**src/rtl/lsu_wb_stage.sv**
```systemverilog
// Load/store-to-writeback pipeline register with a one-entry skid buffer.
// Load data is extracted and extended on capture, so the writeback stage sees final GPR values.
module lsu_wb_stage #(
  parameter int DATA_W = 64
) (
  input  logic              clk,
  input  logic              rst,
  input  logic              ls_in_valid,
  output logic              ls_in_ready,
  input  logic [63:0]       ls_in_PC,
  input  logic [63:0]       ls_in_next_PC,
  input  logic [31:0]       ls_in_inst,
  input  logic              ls_in_trap_valid,
  input  logic              ls_in_mret_valid,
  input  logic              ls_in_sret_valid,
  input  logic              ls_in_dret_valid,
  input  logic [63:0]       ls_in_trap_cause,
  input  logic [63:0]       ls_in_trap_tval,
  input  logic              ls_in_csr_wen,
  input  logic              ls_in_csr_ren,
  input  logic [11:0]       ls_in_csr_addr,
  input  logic [4:0]        ls_in_rd,
  input  logic              ls_in_dest_wen,
  input  logic [DATA_W-1:0] ls_in_data,
  input  logic              ls_in_load_en,
  input  logic [1:0]        ls_in_load_size,
  input  logic              ls_in_load_unsigned,
  input  logic [2:0]        ls_in_load_offset,
  input  logic              WB_LS_ls_ready,
  input  logic              WB_LS_flush_flag,
  output logic              LS_WB_reg_ls_valid,
  output logic [63:0]       LS_WB_reg_PC,
  output logic [63:0]       LS_WB_reg_next_PC,
  output logic [31:0]       LS_WB_reg_inst,
  output logic              LS_WB_reg_trap_valid,
  output logic              LS_WB_reg_mret_valid,
  output logic              LS_WB_reg_sret_valid,
  output logic              LS_WB_reg_dret_valid,
  output logic [63:0]       LS_WB_reg_trap_cause,
  output logic [63:0]       LS_WB_reg_trap_tval,
  output logic              LS_WB_reg_csr_wen,
  output logic              LS_WB_reg_csr_ren,
  output logic [11:0]       LS_WB_reg_csr_addr,
  output logic [4:0]        LS_WB_reg_rd,
  output logic              LS_WB_reg_dest_wen,
  output logic [DATA_W-1:0] LS_WB_reg_data
);

  typedef struct packed {
    logic [63:0]       pc;
    logic [63:0]       next_pc;
    logic [31:0]       inst;
    logic              trap_valid;
    logic              mret_valid;
    logic              sret_valid;
    logic              dret_valid;
    logic [63:0]       trap_cause;
    logic [63:0]       trap_tval;
    logic              csr_wen;
    logic              csr_ren;
    logic [11:0]       csr_addr;
    logic [4:0]        rd;
    logic              dest_wen;
    logic [DATA_W-1:0] data;
  } entry_t;

  entry_t main_q, main_d;
  entry_t skid_q, skid_d;
  logic   main_valid_q, main_valid_d;
  logic   skid_valid_q, skid_valid_d;
  logic   ready_q, ready_d;
  entry_t in_entry;
  logic   accept;
  logic   main_free;

  // Lane select ignores offset bits below the access size (misalignment is handled upstream).
  function automatic logic [63:0] format_load(input logic [63:0] raw,
                                              input logic [1:0]  size,
                                              input logic        uns,
                                              input logic [2:0]  offset);
    logic [63:0] sh;
    logic [63:0] res;
    sh  = raw;
    res = raw;
    case (size)
      2'd0: begin
        sh  = raw >> {offset, 3'b000};
        res = uns ? {56'b0, sh[7:0]} : {{56{sh[7]}}, sh[7:0]};
      end
      2'd1: begin
        sh  = raw >> {offset[2:1], 4'b0000};
        res = uns ? {48'b0, sh[15:0]} : {{48{sh[15]}}, sh[15:0]};
      end
      2'd2: begin
        sh  = raw >> {offset[2], 5'b00000};
        res = uns ? {32'b0, sh[31:0]} : {{32{sh[31]}}, sh[31:0]};
      end
      default: res = raw;
    endcase
    return res;
  endfunction

  always_comb begin
    in_entry            = '0;
    in_entry.pc         = ls_in_PC;
    in_entry.next_pc    = ls_in_next_PC;
    in_entry.inst       = ls_in_inst;
    in_entry.trap_valid = ls_in_trap_valid;
    in_entry.mret_valid = ls_in_mret_valid;
    in_entry.sret_valid = ls_in_sret_valid;
    in_entry.dret_valid = ls_in_dret_valid;
    in_entry.trap_cause = ls_in_trap_cause;
    in_entry.trap_tval  = ls_in_trap_tval;
    // A trapping instruction must not retire any architectural write.
    in_entry.csr_wen    = ls_in_csr_wen & ~ls_in_trap_valid;
    in_entry.csr_ren    = ls_in_csr_ren & ~ls_in_trap_valid;
    in_entry.csr_addr   = ls_in_csr_addr;
    in_entry.rd         = ls_in_rd;
    in_entry.dest_wen   = ls_in_dest_wen & ~ls_in_trap_valid;
    in_entry.data       = ls_in_load_en ?
                          format_load(ls_in_data, ls_in_load_size, ls_in_load_unsigned,
                                      ls_in_load_offset) : ls_in_data;
  end

  always_comb begin
    main_d       = main_q;
    skid_d       = skid_q;
    main_valid_d = main_valid_q;
    skid_valid_d = skid_valid_q;
    accept       = ls_in_valid && ready_q && !WB_LS_flush_flag;
    main_free    = !main_valid_q || WB_LS_ls_ready;

    if (WB_LS_flush_flag) begin
      main_valid_d = 1'b0;
      skid_valid_d = 1'b0;
    end else if (main_free) begin
      // Skid is older than anything on the input, so it always goes first.
      if (skid_valid_q) begin
        main_d       = skid_q;
        main_valid_d = 1'b1;
        skid_valid_d = 1'b0;
      end else if (accept) begin
        main_d       = in_entry;
        main_valid_d = 1'b1;
      end else begin
        main_valid_d = 1'b0;
      end
    end else if (accept) begin
      skid_d       = in_entry;
      skid_valid_d = 1'b1;
    end

    ready_d = !skid_valid_d;
  end

  always_ff @(posedge clk or posedge rst) begin
    if (rst) begin
      main_q       <= '0;
      skid_q       <= '0;
      main_valid_q <= 1'b0;
      skid_valid_q <= 1'b0;
      ready_q      <= 1'b1;
    end else begin
      main_q       <= main_d;
      skid_q       <= skid_d;
      main_valid_q <= main_valid_d;
      skid_valid_q <= skid_valid_d;
      ready_q      <= ready_d;
    end
  end

  assign ls_in_ready          = ready_q;
  assign LS_WB_reg_ls_valid   = main_valid_q;
  assign LS_WB_reg_PC         = main_q.pc;
  assign LS_WB_reg_next_PC    = main_q.next_pc;
  assign LS_WB_reg_inst       = main_q.inst;
  assign LS_WB_reg_trap_valid = main_q.trap_valid;
  assign LS_WB_reg_mret_valid = main_q.mret_valid;
  assign LS_WB_reg_sret_valid = main_q.sret_valid;
  assign LS_WB_reg_dret_valid = main_q.dret_valid;
  assign LS_WB_reg_trap_cause = main_q.trap_cause;
  assign LS_WB_reg_trap_tval  = main_q.trap_tval;
  assign LS_WB_reg_csr_wen    = main_q.csr_wen;
  assign LS_WB_reg_csr_ren    = main_q.csr_ren;
  assign LS_WB_reg_csr_addr   = main_q.csr_addr;
  assign LS_WB_reg_rd         = main_q.rd;
  assign LS_WB_reg_dest_wen   = main_q.dest_wen;
  assign LS_WB_reg_data       = main_q.data;

endmodule

```
**config.mk**
```make
export PLATFORM = sky130hd
export DESIGN_NAME = lsu_wb_stage
export DESIGN_NICKNAME = d
export VERILOG_FILES = /design/src/rtl/lsu_wb_stage.sv
export SDC_FILE = /design/constraint.sdc
export NUM_CORES = 2
export LEC_CHECK = 0
export ABC_AREA = 1
export BUFFER_PORTS_ARGS = -buffer_cell sky130_fd_sc_hd__buf_2
export CORE_AREA = 2 2 297 299
export CTS_CLUSTER_DIAMETER = 120
export DETAILED_ROUTE_END_ITERATION = 12
export DIE_AREA = 0 0 299 301
export GPL_TIMING_DRIVEN = 0
export HOLD_SLACK_MARGIN = 0.03
export SETUP_SLACK_MARGIN = 0.3
export SLEW_MARGIN = 20
export SYNTH_ARGS = -nofsm -noshare
export SYNTH_HDL_FRONTEND = slang
export SYNTH_SLANG_ARGS = --single-unit
export TNS_END_PERCENT = 50
```
**constraint.sdc**
```tcl
create_clock -name clk -period 52.5 [get_ports clk]
set_clock_uncertainty 0.2 [all_clocks]
set_input_delay 2.625 -clock clk [delete_from_list [all_inputs] [get_ports clk]]
set_output_delay 2.625 -clock clk [all_outputs]
set_load 0.02 [all_outputs]
```
==> reports/qor.csv <==
metric;value;unit
seq_area_frac_synth;0.5738;
synthArstFlopShare;1.000;
cts_hold_buf;0;
internal-power;1.215;mW
critical_path_class;in2async;
pwr-share-comb;0.216;
ys_warn_count;0;
coreArea;86480;um2
row_count;108;
maxCapViolCount;0;
grt_antenna_before_repair;51;
clock_latency;0.65;ns
endpoint_kind;asynchronous set/reset pin;
grtUsageTotal;0.2781;
path_clk_slew;0.06;ns
p_per_area;43.60;nW/um2
drtPass1Iterations;6;
syn-num-nets;4490;
required;53.05;ns
clock-sinks;755;
gp_congestion;0.9742;
worst_pin_slew;1.047;ns
fmax;224.0;MHz
worst_slack;48.04;ns
drtIter0Drc;2850;
io_buffers;763;
worst_slew_margin_rel;0.3019;
yosysUniqueCellTypes;27;
ios;766;
period_needed;4.464;ns
leakagePower;21.36;nW
power_frac_clock;0.343;
grt_pass1_vias;30350;
sw_frac_of_total;0.3267;
cts_setup_buffers;0;
seq_power_share;0.441;
area_growth;25.72;%
outcome;finished clean;
grt_max_degree;100;
fp.dieH;301;um
rr_startpoint;skid_valid_q$_DFF_PP0_;
p_switching;0.5897;mW
synthCells;4102;
grt-ovfl-total;0;
min_from;skid_q[213]$_DFFE_PP0P_;
synth_edf_count;0;
netlist_top_cells_area;dfrtp_1, nand2_1, a31oi_1, nor2_1, nand3_1;
die_w;299;um
wl_per_cell;20.60;um
cts_tree;yes;
antenna_left;0;
cp_max_fo;99;
nNetsFinal;5347;
die_area;90000;um2
synth_seq_cells;755;
vdd_drop_max;0.02739;mV
setup.worst_path.start;rst;
holdWs;0.2681;ns
setup_tns;0;ns
drc;0;
vias;31410;
clockRootBuffer;clkbuf_16;
cp-start-kind;input pin;
finalHoldViolCount;0;
setup_viol;0;
vias_per_cell;5.054;
routed_wl;128000;um
yosysTopAreaCellShare;0.5730;
synthesis.area;32930;um2
dpl.hpwl;96450;um
hold_path_class;reg2reg;
layout-drive-gt1-share;0.2104;
place_ws;47.24;ns
finalCritPeriodShare;0.08503;
cts_buffers;84;
synth_area_leader_cell;dfrtp_1;
htreeDepth;3;
post_cts_resized;0;
syn_area_per_cell;8.027;um2
start_util;0.3807;
slew_viol_final;0;
grt_pass1_wl;190400;um
rsz0062_at_grt;false;
clockBufferDepth;3;
synth_flop_cell;dfrtp_1;
crit_arrival;5.01;ns
[final cells by class]
| class | instances | area (um2) |
|---|---|---|
| Sequential cell | 755 | 18890 |
| Tap cell | 1155 | 1445 |
| Clock buffer | 120 | 2419 |
| Buffer | 283 | 1257 |
| Clock inverter | 31 | 470.5 |
| Timing Repair Buffer | 771 | 4039 |
| Multi-Input combinational cell | 3023 | 12620 |
| Inverter | 41 | 161.4 |
| Antenna cell | 35 | 87.58 |
| Fill cell | 8680 | 45090 |
[metrics by stage]
stage	cell area (um2)	power, mW	cells	util
after floorplan	32930	1.026	4102	-
after global placement	38190	1.187	6020	0.4416
after detailed placement	38420	1.195	6028	0.4442
after CTS	41310	1.816	6179	0.4776
after global routing	41380	1.893	6207	0.4785
final	41400	1.805	6214	0.4787
[state kept, by name (all words and copies together) (netlist names), 5 cells and up]
signal / cells
LS_WB_reg_rd: 5
LS_WB_reg_csr_addr: 12
LS_WB_reg_PC: 64
LS_WB_reg_trap_cause: 64
LS_WB_reg_inst: 32
LS_WB_reg_trap_tval: 64
skid_q: 376
LS_WB_reg_data: 64
LS_WB_reg_next_PC: 64
[placed cells by master, fill, tap and decap left out, drive strengths merged, types with 3 or more instances in the layout]
master and instances:
dfrtp 754, nand3 125, nand2 1901, buf 910
clkinv 17, a31oi 351, nor2 513, a21oi 58
inv 44, o22ai 3, or2 8, bufinv 9
o21ai 58, diode 35, clkbuf 264
[critical path, stage by stage]
cell,delay [ns]
buf_2,0.13
inv_8,0.40
buf_16,0.45
buf_16,0.32
buf_16,0.38
buf_16,0.42
[cell usage after synthesis, drive strengths merged, types with 3 or more instances]
master,number
inv,41
o21ai,58
a31oi,351
buf,139
clkbuf,144
o22ai,3
or2,8
nand2,1901
dfrtp,754
nand3,125
nor2,513
a21oi,58
[power by group through the flow]
stage               clock (mW)  combinational, mW  sequential [mW]
floorplan                    0              0.163            0.863
global placement             0              0.384            0.803
detailed placement           0              0.392            0.802
CTS                      0.629              0.393            0.794
global route             0.652              0.430            0.810
finish                   0.619              0.389            0.796
[path summary, 6_finish.rpt]
kind / slack (ns) / endpoint / cells after the start
min in group asynchronous: 1.85 / LS_WB_reg_next_PC[50]$_DFFE_PP0P_ / 2
min: 0.27 / skid_q[213]$_DFFE_PP0P_ / 2
max: 48.04 / LS_WB_reg_trap_tval[61]$_DFFE_PP0P_ / 6
max in group clk: 48.24 / skid_q[68]$_DFFE_PP0P_ / 9
min reg2reg: 0.27 / skid_q[213]$_DFFE_PP0P_ / 2
max reg2reg: 49.55 / LS_WB_reg_data[32]$_DFFE_PP0P_ / 7
[per-layer routing]
metal	global-route usage	routed length, um	vias to the layer above
met3	0.05931	8872	275
met5	0	152	-
met1	0.3545	52030	15020
met2	0.4563	61430	1193
met4	0.1237	5514	24
li1	-	-	14890
[cells by family after synthesis]
family | count (synthesis) | share of synthesized area
AO/OA/AOI/OAI | 472 | 0.08535
buffers and inverters | 324 | 0.04283
flip-flops | 755 | 0.5738
AND/OR/NAND/NOR | 2551 | 0.2980
Power figures use the tool's default switching activity.
